**src/rtl/q3b_seq_fsm.sv**
```systemverilog
// q3b_seq_fsm: five-state Moore FSM stepping on serial input x.
// z flags states D and E and is decoded from the state register alone.
module q3b_seq_fsm (
    input  logic clk,
    input  logic reset,
    input  logic x,
    output logic z
);
    typedef enum logic [2:0] {
        A = 3'd0,
        B = 3'd1,
        C = 3'd2,
        D = 3'd3,
        E = 3'd4
    } state_t;
    state_t state_q, state_d;
    // Unused encodings fall through the default and recover to A.
    always_comb begin
        state_d = A;
        if (!reset)
            case (state_q)
                A:       state_d = x ? B : A;
                B:       state_d = x ? E : B;
                C:       state_d = x ? B : C;
                D:       state_d = x ? C : B;
                E:       state_d = x ? E : D;
                default: state_d = A;
            endcase
    end
    always_ff @(posedge clk) state_q <= state_d;
    assign z = (state_q == D) || (state_q == E);
endmodule

```
**config.mk**
```make
export PLATFORM = sky130hd
export DESIGN_NAME = q3b_seq_fsm
export DESIGN_NICKNAME = d
export VERILOG_FILES = /design/src/rtl/q3b_seq_fsm.sv
export SDC_FILE = /design/constraint.sdc
export NUM_CORES = 1
export LEC_CHECK = 0
export CAP_MARGIN = 20
export CELL_PAD_IN_SITES_DETAIL_PLACEMENT = 1
export CELL_PAD_IN_SITES_GLOBAL_PLACEMENT = 1
export CORE_AREA = 2 2 39 41
export DETAILED_ROUTE_END_ITERATION = 8
export DIE_AREA = 0 0 41 43
export GPL_TIMING_DRIVEN = 0
export PLACE_DENSITY = 0.32
export SLEW_MARGIN = 0
export SYNTH_ARGS = -nofsm -noshare
export SYNTH_HDL_FRONTEND = slang
export SYNTH_SLANG_ARGS = --single-unit
```
**constraint.sdc**
```tcl
create_clock -name clk -period 2.4 [get_ports clk]
set_input_delay 0.36 -clock clk [delete_from_list [all_inputs] [get_ports clk]]
set_output_delay 0.36 -clock clk [all_outputs]
set_load 0.005 [all_outputs]
```
==> impl_metrics.ini <==
[routing]
antenna_left = 0
first_pass_iters = 1
wirelength_um = 296
via_per_inst = 3.32
drc = 0
post_drt_wl_per_cell_um = 8.00
num_vias = 123
drtIter0Drc = 0

[sta]
slew_viol_final = 0
fin_skew_ns = 0.00323
slew_headroom = 0.822
worstMarginPinSlew_ns = 0.263
fmax_mhz = 520
final_hold_viol_count = 0
setup_tns_ns = 0
final.min_clock_period_ns = 1.92
fin_crit_sh = 0.801
rsz0062_at_grt = no
finalSetupViolCount = 0

[placed_design]
dpl_cell_area_sq_um = 195
gp_congestion = 0.639
io_buffers = 3
dp_cells = 33

[synthesis]
synth_nets = 17
synth_top_area_share = 0.414
synth-seq-area-share = 0.414
yosys_most_used_dff = dfxtp_1
synth_edf_count = 0
syn_avg_cell_area_sq_um = 10.4
synthCells = 14
async_flop_share = 0
yosysTopAreaCell = dfxtp_1
syn_area_sq_um = 145
synth.area.top_cells = dfxtp_1 41%, or4b_4 9.5%, nor4b_1 6.0%
synth_warnings = 0
ys_seq_elements = 3
synth.distinct_cells = 12
synth.most_common_cell = dfxtp_1

[final_layout]
drive_above_1_share = 0.238
fin_nets = 25
largest_reg_flops = 3
area_growth_syn_to_layout_pct = 52.6
reg.largest.list = state_q: 3 flops
largest-register = state_q
fill_cells = 163
fin_cells = 37
fin_util = 0.160
antenna_cells = 0
design_area_sq_um = 221

[clocking]
htreeDepth = 1
cts-resized-gates = 0
cts_buffer_depth = 2
clock_latency_ns = 0.23
cts_tree = yes
cts.sinks = 3
cts_made_buffers = 3
cts-root-buf = clkbuf_4
cts_setup_buffers = 0
clk_pin_slew_ns = 0.04
cts_hold_buf = 0

[hold_path]
hold_path.class = flop to flop
holdCritStartpoint = state_q[1]

[global_routing]
grt_pass1_vias = 137
gr-total-overflow = 0
grt_max_degree = 7
grt_usage = 0.0451
grt_pass1_wl_um = 496
antenna_found_initial = 0

[floorplan]
core_area_sq_um = 1380
num_rows = 14
start_util = 0.105
dieArea_sq_um = 1760
die_h_um = 43
num_io_pins = 4
die_w_um = 41

[job]
cap_violations = 0

[pwr]
cellLeakagePower_nw = 0.0725
powerDensity_nw_per_um2 = 751
vdd_ir_drop_max_v = 0.000205

[worst_setup_path]
crit_start = state_q[2]
worstSetupEndpointType = output pin
crit_type = flop to output pin
arrival_ns = 1.56
critical_path_peak_fanout = 6
critPathLaunchType = flop
critPathRequiredTime_ns = 2.04
reg2reg_from = state_q[0]

[run_status]
status = finished, final reports clean
## layer usage
metal	track usage	routed length, um	vias to the layer above
met5	0	0	-
met4	0.0600	0	0
met3	0.0157	8	0
met2	0.0531	141	2
met1	0.0511	146	55
li1	-	-	66
## path summary, 6_finish.rpt
path | to | slack (ns) | depth (start not counted)
worst max-delay path | z | 0.48 | 3
worst min register to register | state_q[2] | 0.50 | 1
worst min-delay path | state_q[2] | 0.50 | 1
worst max register to register | state_q[1] | 1.29 | 2
## logic make-up (layout without fill, tap and decap cells)
logic type | after synthesis | in the layout | share of synthesized area
compound gates | 3 | 3 | 0.138
xor+xnor | 2 | 2 | 0.121
buf+inv | 0 | 7 | 0
flops | 3 | 3 | 0.414
simple gates | 6 | 6 | 0.328
## metrics by stage
stage	total power [W]	hold WS (ns)	setup WS (ns)
finish	0.000166	0.501	0.477
global route	0.000177	0.542	0.363
CTS	0.000173	0.511	0.444
detailed placement	0.0000814	0.498	0.685
global placement	0.0000809	0.508	0.707
floorplan	0.0000714	0.438	1.25
## report_power, final
group / switching, W / internal [W] / leakage (nW)
combinational: 0.00000709 / 0.0000129 / 0.0329
sequential: 0.00000578 / 0.0000543 / 0.0245
clock: 0.0000241 / 0.0000622 / 0.0150
## placed cells by master (no fill, tap or decap)
master,count
or3b_1,1
or3b_2,1
clkbuf_1,1
clkbuf_4,3
o2bb2ai_1,1
clkdlybuf4s50_1,3
xnor2_1,1
o22ai_1,1
or4b_4,1
o21ai_0,1
nand2_1,1
dfxtp_1,3
xor2_1,1
nor2_1,1
nor4b_1,1
## final cells by class
type	count	area, sq um	share of cell area
multi-input combinational	11	85.1	0.384
clock buffer	4	26.3	0.119
sequential	3	60.1	0.271
timing repair buffer	3	30.0	0.136
tap	16	20.0	0.0904
## critical path: stages, from the launching register on
cell	delay [ns]
dfxtp_1	0.39
or3b_1	0.35
o21ai_0	0.08
clkdlybuf4s50_1	0.52
No activity file was read; power rests on OpenSTA's default activity.
